## config.mk

```make
export PLATFORM = sky130hd
export DESIGN_NAME = mem_cycle_sequencer
export DESIGN_NICKNAME = d
export VERILOG_FILES = /design/src/rtl/mem_cycle_sequencer.sv
export SDC_FILE = /design/constraint.sdc
export NUM_CORES = 1
export LEC_CHECK = 0
export CAP_MARGIN = 20
export CORE_MARGIN = 2
export CORE_UTILIZATION = 42
export CTS_CLUSTER_DIAMETER = 60
export DETAILED_ROUTE_END_ITERATION = 10
export GPL_TIMING_DRIVEN = 0
export PLACE_DENSITY_LB_ADDON = 0.08
export REMOVE_ABC_BUFFERS = 1
export SYNTH_ARGS = -nofsm -noshare
export SYNTH_HDL_FRONTEND = slang
export SYNTH_SLANG_ARGS = --single-unit
```

## constraint.sdc

```tcl
create_clock -name CLK -period 2.6 [get_ports CLK]
set_input_delay 0.39 -clock CLK [delete_from_list [all_inputs] [get_ports CLK]]
set_output_delay 0.39 -clock CLK [all_outputs]
set_load 0.005 [all_outputs]
```

## src/rtl/mem_cycle_sequencer.sv

```systemverilog
// -----------------------------------------------------------------------------
// mem_cycle_sequencer
//
// Multi-cycle control sequencer that lets an RV32I datapath share one
// variable-latency memory port for both instruction fetch and data access.
// Every instruction is stepped through FETCH -> EXEC -> (MEM) -> WB. The block
// owns the req/ack handshake, latches the fetched instruction and the loaded
// word, and issues one-cycle PC-update and register-write qualifiers.
//
// Ports:
//   CLK          system clock, rising edge
//   RST          asynchronous active-low reset
//   pc_in        current PC from the PC register
//   load_en      decoded load for instr_out
//   store_en     decoded store for instr_out (wins over load_en)
//   alu_addr     ALU result, data byte address
//   store_data   regfile RD2, store data
//   mem_ack      memory completes the current request
//   mem_rdata    memory read data, valid with mem_ack
//   mem_req      request active
//   mem_we       1 = write, 0 = read
//   mem_addr     byte address
//   mem_wdata    write data
//   instr_out    latched instruction for decode/control
//   load_data    latched load word for the MemtoReg mux
//   pc_we        one-cycle PC update enable
//   reg_we_en    one-cycle qualifier ANDed with control RegW
//   err          sticky fault flag
//   state_dbg    current state encoding
// -----------------------------------------------------------------------------
module mem_cycle_sequencer #(
   parameter int unsigned TIMEOUT_CYCLES = 255,
   parameter logic [31:0] NOP_INSTR      = 32'h00000013
) (
   input  logic        CLK,
   input  logic        RST,
   input  logic [31:0] pc_in,
   input  logic        load_en,
   input  logic        store_en,
   input  logic [31:0] alu_addr,
   input  logic [31:0] store_data,
   input  logic        mem_ack,
   input  logic [31:0] mem_rdata,
   output logic        mem_req,
   output logic        mem_we,
   output logic [31:0] mem_addr,
   output logic [31:0] mem_wdata,
   output logic [31:0] instr_out,
   output logic [31:0] load_data,
   output logic        pc_we,
   output logic        reg_we_en,
   output logic        err,
   output logic [2:0]  state_dbg
);

   localparam logic [31:0] LP_TIMEOUT = 32'(TIMEOUT_CYCLES);

   typedef enum logic [2:0] {
      S_IDLE  = 3'd0,
      S_FETCH = 3'd1,
      S_EXEC  = 3'd2,
      S_MEM   = 3'd3,
      S_WB    = 3'd4,
      S_FAULT = 3'd5
   } state_t;

   state_t      r_state;
   logic [31:0] r_mem_addr;
   logic [31:0] r_mem_wdata;
   logic        r_mem_we;
   logic [31:0] r_instr;
   logic [31:0] r_load_data;
   logic [31:0] r_tcnt;
   logic        r_pc_we;
   logic        r_reg_we_en;
   logic        r_err;

   logic        w_pc_bad;
   logic        w_addr_bad;
   logic        w_req;
   logic        w_timeout;

   assign w_pc_bad   = (pc_in[1:0] != 2'b00);
   assign w_addr_bad = (alu_addr[1:0] != 2'b00);

   // The PC register only updates on the edge that ends WB, i.e. the same edge
   // that enters FETCH, so the fetch address cannot be captured on entry. It is
   // taken straight from pc_in while in FETCH (the PC is frozen there), and a
   // misaligned PC suppresses the request before it is ever seen by memory.
   assign w_req = ((r_state == S_FETCH) && !w_pc_bad) || (r_state == S_MEM);

   // Fires on the waiting cycle that would bring the count to the limit; an
   // ack in that same cycle takes priority because it is tested first below.
   assign w_timeout = (LP_TIMEOUT != 32'd0) && w_req && !mem_ack &&
                      ((r_tcnt + 32'd1) == LP_TIMEOUT);

   always_ff @(posedge CLK or negedge RST) begin
      if (!RST) begin
         r_state     <= S_IDLE;
         r_mem_addr  <= '0;
         r_mem_wdata <= '0;
         r_mem_we    <= 1'b0;
         r_instr     <= NOP_INSTR;
         r_load_data <= '0;
         r_tcnt      <= '0;
         r_pc_we     <= 1'b0;
         r_reg_we_en <= 1'b0;
         r_err       <= 1'b0;
      end else begin
         case (r_state)
            S_IDLE: begin
               r_state <= S_FETCH;
               r_tcnt  <= '0;
            end
            S_FETCH: begin
               if (w_pc_bad) begin
                  r_state <= S_FAULT;
                  r_err   <= 1'b1;
               end else if (mem_ack) begin
                  r_instr <= mem_rdata;
                  r_state <= S_EXEC;
               end else if (w_timeout) begin
                  r_state <= S_FAULT;
                  r_err   <= 1'b1;
               end else begin
                  r_tcnt <= r_tcnt + 32'd1;
               end
            end
            S_EXEC: begin
               if (store_en || load_en) begin
                  if (w_addr_bad) begin
                     r_state <= S_FAULT;
                     r_err   <= 1'b1;
                  end else begin
                     r_state     <= S_MEM;
                     r_mem_addr  <= alu_addr;
                     r_mem_wdata <= store_data;
                     r_mem_we    <= store_en;   // store wins over load
                     r_tcnt      <= '0;
                  end
               end else begin
                  r_state     <= S_WB;
                  r_pc_we     <= 1'b1;
                  r_reg_we_en <= 1'b1;
               end
            end
            S_MEM: begin
               if (mem_ack) begin
                  if (!r_mem_we) begin
                     r_load_data <= mem_rdata;
                  end
                  r_mem_we    <= 1'b0;
                  r_state     <= S_WB;
                  r_pc_we     <= 1'b1;
                  r_reg_we_en <= 1'b1;
               end else if (w_timeout) begin
                  r_mem_we <= 1'b0;
                  r_state  <= S_FAULT;
                  r_err    <= 1'b1;
               end else begin
                  r_tcnt <= r_tcnt + 32'd1;
               end
            end
            S_WB: begin
               r_pc_we     <= 1'b0;
               r_reg_we_en <= 1'b0;
               r_state     <= S_FETCH;
               r_tcnt      <= '0;
            end
            S_FAULT: begin
               r_err <= 1'b1;
            end
            default: begin
               r_state     <= S_FAULT;
               r_err       <= 1'b1;
               r_pc_we     <= 1'b0;
               r_reg_we_en <= 1'b0;
               r_mem_we    <= 1'b0;
            end
         endcase
      end
   end

   assign mem_req   = w_req;
   assign mem_we    = r_mem_we;
   assign mem_addr  = (r_state == S_FETCH) ? pc_in : r_mem_addr;
   assign mem_wdata = r_mem_wdata;
   assign instr_out = r_instr;
   assign load_data = r_load_data;
   assign pc_we     = r_pc_we;
   assign reg_we_en = r_reg_we_en;
   assign err       = r_err;
   assign state_dbg = r_state;

endmodule

```

==> results.ini <==
[outcome]
status = finished with violations
violations = negative setup slack

[sta]
final_max_slew_viol_count = 0
timing.fmax_mhz = 352
finalHoldViolCount = 0
finalWorstSetupSlack_ns = -0.243
finClkSkew_ns = 0.00743
period_needed_ns = 2.84
relSlewSlack = 0.450
fin_crit_sh = 1.09
setup-tns-final_ns = -4.67
rsz0062_at_grt = true
finalSetupViolations = 26
worstMarginPinSlew_ns = 0.825

[power]
powerDensity_mw_per_mm2 = 486
static-leakage-power_uw = 0.00570
ir_drop_mv = 0.422
total_power_uw = 6100

[hold_path]
hp-class = reg -> reg
holdPathEnd = err$_DFFE_PN0P_
hold_path_depth = 1
hp-start = err$_DFFE_PN0P_

[setup_path]
required_ns = 2.90
worst-path-buf-inv = 3
r2r-end = r_tcnt[16]$_DFFE_PN0P_
crit_type = reg -> reg
crit_path_end_kind = register
cp_data_arrival_time_ns = 3.14
slowest_delay_ns = 0.40
crit_fanout = 8
rrSetupSlack_ns = -0.24
crit_chain = nand4_1, buf_4, nor4_4, buf_4, nand4_1, o2bb2ai_4, nand4_1, o41ai_4, buf_4, or2_4, o32ai_1
r2r_cells = 11
r2r-start = r_tcnt[3]$_DFFE_PN0P_
critPathLaunchType = register
worst_path_max_delay_cell = dfrtp_2
cpLargestDelayFamily = simple AND/OR/NAND/NOR gates

[finish]
nFillCells = 1357
fin_util = 0.674
drive_gt1_frac = 0.363
antennaDiodeCount = 0
syn_to_final_growth_pct = 58.5
nNetsFinal = 1126

[die]
rows = 50
die_x_um = 141
fp.dieH_um = 141
die_area_mm2 = 0.0199
core-area_mm2 = 0.0186
start_util = 0.425
io_pins = 269

[clock_tree]
clk_pin_slew_ns = 0.07
clk-insertion-delay-late_ns = 0.43
cts_tree = done
cts_buffers = 17
cts.sinks = 166
cts_max_path_buffers = 2
htreeDepth = 4
cts_root_buf = clkbuf_16

[synthesis]
synth_compound_area_frac = 0.0896
muxShareOfSynthArea = 0.226
synth-xor-area-share = 0.0166
syn_inst = 653
synth_seq_cells = 166
syn_area_per_cell_um2 = 12.1
synth_top_area_frac = 0.516
ys.flop_type = dfrtp_1
yosysTopAreaCell = dfrtp_1
yosys-top-cells-area = dfrtp_1 (52%), mux2_2 (23%), clkbuf_1 (1.8%)
synthesis.area_mm2 = 0.00791
synth_edf_count = 0
yosys.cell_types.count = 57
synthArstFlopShare = 1.00
ys_warn_count = 0
synth_fa_ha_area_frac = 0.00317
synth_top_family_by_area = multiplexers
yosysSeqAreaShare = 0.526
yosys.area_share.simple = 0.108

[drt]
routedWlPerCell_um = 20.6
dr.pass1.iters = 5
dr_total_vias = 6937
routed_wl_mm = 25.6
drc = 0
viasPerCell = 5.60
drtAntennaViolNets = 0
drt_iter0_drc = 439

[placed_design]
place_ws_ns = -1.78
portBuffers = 268
dpl.hpwl_mm = 16.5
gp_congestion = 0.906

[grt]
grt_pass1_vias = 7157
grt.overflow.total = 0
grt_pass1_wl_mm = 39.0
grt_max_degree = 101
grt_antenna_before_repair = 1
grt_use_total = 0.252

[job]
maxCapViolCount = 0

==> area by class of cell <==
| class | count | area [um^2] | area share |
|---|---|---|---|
| clock inverters | 14 | 178 | 0.0142 |
| flip-flops and latches | 166 | 4190 | 0.334 |
| clock buffers | 18 | 439 | 0.0350 |
| repair buffers | 365 | 3580 | 0.286 |
| well taps | 234 | 293 | 0.0234 |
| multi-input cells | 432 | 3810 | 0.304 |
| inverters | 9 | 38.8 | 0.00310 |
==> kinds of logic after synthesis <==
family | count (synthesis)
adder cells (fa/ha/maj) | 2
AND/OR/NAND/NOR | 157
XOR/XNOR | 15
AO/OA/AOI/OAI | 97
flip-flops | 166
multiplexers | 159
buffers and inverters | 57
==> state kept, by name, summed over array words and instances (netlist names) <==
name,count
instr_out,32
load_data,32
reg_we_en,1
state_dbg,3
mem_we,1
err,1
mem_wdata,32
r_tcnt,32
r_mem_addr,32
==> cell usage after synthesis (2+ instances only) <==
| cell type | instances |
|---|---|
| or3_1 | 4 |
| nand2b_1 | 3 |
| o22ai_1 | 2 |
| o211ai_1 | 5 |
| a31oi_1 | 5 |
| nor4_1 | 11 |
| a21oi_1 | 12 |
| inv_1 | 8 |
| o2bb2ai_1 | 5 |
| nand3_1 | 18 |
| and2_1 | 4 |
| dfrtp_1 | 163 |
| a32oi_1 | 4 |
| nand4_1 | 19 |
| mux2_2 | 159 |
| and4_1 | 3 |
| o21bai_1 | 4 |
| or4_1 | 5 |
| a21o_1 | 3 |
| ha_1 | 2 |
| o311ai_0 | 8 |
| o41ai_1 | 3 |
| a311o_1 | 3 |
| xnor2_1 | 6 |
| a211oi_1 | 3 |
| o31ai_1 | 8 |
| nor2_1 | 25 |
| nand3_2 | 4 |
| nor3_1 | 11 |
| buf_4 | 3 |
| buf_2 | 6 |
| xor2_1 | 9 |
| dfstp_2 | 3 |
| or2_2 | 2 |
| o21ai_0 | 21 |
| clkbuf_1 | 38 |
| nand2_1 | 35 |
| and3_1 | 7 |
==> metrics by stage <==
| stage | hold WS, ns | instances | instance area [um^2] |
|---|---|---|---|
| final | 0.486 | 1238 | 12500 |
| after global routing | 0.499 | 1238 | 12500 |
| after CTS | 0.488 | 1223 | 12300 |
| after detailed placement | 0.376 | 1114 | 10800 |
| after global placement | 0.463 | 1107 | 10700 |
| after floorplan | 0.0944 | 605 | 7700 |
==> per-layer routing <==
metal | global-route usage | up-vias | routed length, um | part of all wire
met2 | 0.420 | 313 | 12800 | 0.50
met1 | 0.298 | 3464 | 9680 | 0.38
met4 | 0.0932 | 2 | 785 | 0.031
met3 | 0.0934 | 60 | 2300 | 0.090
met5 | 0 | - | 13 | 0.00051
li1 | - | 3098 | - | -
==> report_power, final <==
part	internal, uW	switching (uW)
combinational	461	257
sequential	2680	77.9
clock	1410	1210
total	4560	1540
==> placed cells by master (no fill, tap or decap), drive strengths merged, types with 6 or more instances in the layout <==
cell type	instances
mux2	159
dfrtp	163
o31ai	9
clkdlybuf4s50	249
xnor2	6
o311ai	9
nand3	22
inv	16
xor2	9
and3	7
clkbuf	19
nor4	13
nor3	12
dlymetal6s2s	8
buf	96
o21ai	21
a21oi	12
nor2	26
clkdlybuf4s15	7
nand2	35
nand4	19
==> how the worst max path moves through the flow <==
stage | start | depth (start not counted) | slack, ns | to
after floorplan | state_dbg[0]$_DFFE_PN0P_ | 4 | -1.44 | instr_out[10]$_DFFE_PN0P_
after global placement | RST | 1 | -5.57 | mem_wdata[26]$_DFFE_PN0P_
after detailed placement | mem_ack | 8 | -1.78 | r_tcnt[0]$_DFFE_PN0P_
after CTS | r_tcnt[0]$_DFFE_PN0P_ | 12 | -0.007 | r_tcnt[18]$_DFFE_PN0P_
after global routing | r_tcnt[3]$_DFFE_PN0P_ | 12 | -0.35 | r_tcnt[18]$_DFFE_PN0P_
final | r_tcnt[3]$_DFFE_PN0P_ | 11 | -0.24 | r_tcnt[16]$_DFFE_PN0P_
==> repair_timing <==
action                                  in CTS  in global routing
pin swaps                                   32                 17
endpoints found under the hold margin       63                  0
endpoints found under the setup margin      91                 37
gates resized for setup                     78                 36
buffers inserted                            73                 15
hold buffers                                 1                  0
cloned                                       3                  1
Note: power is estimated with default switching activity, not from simulation.
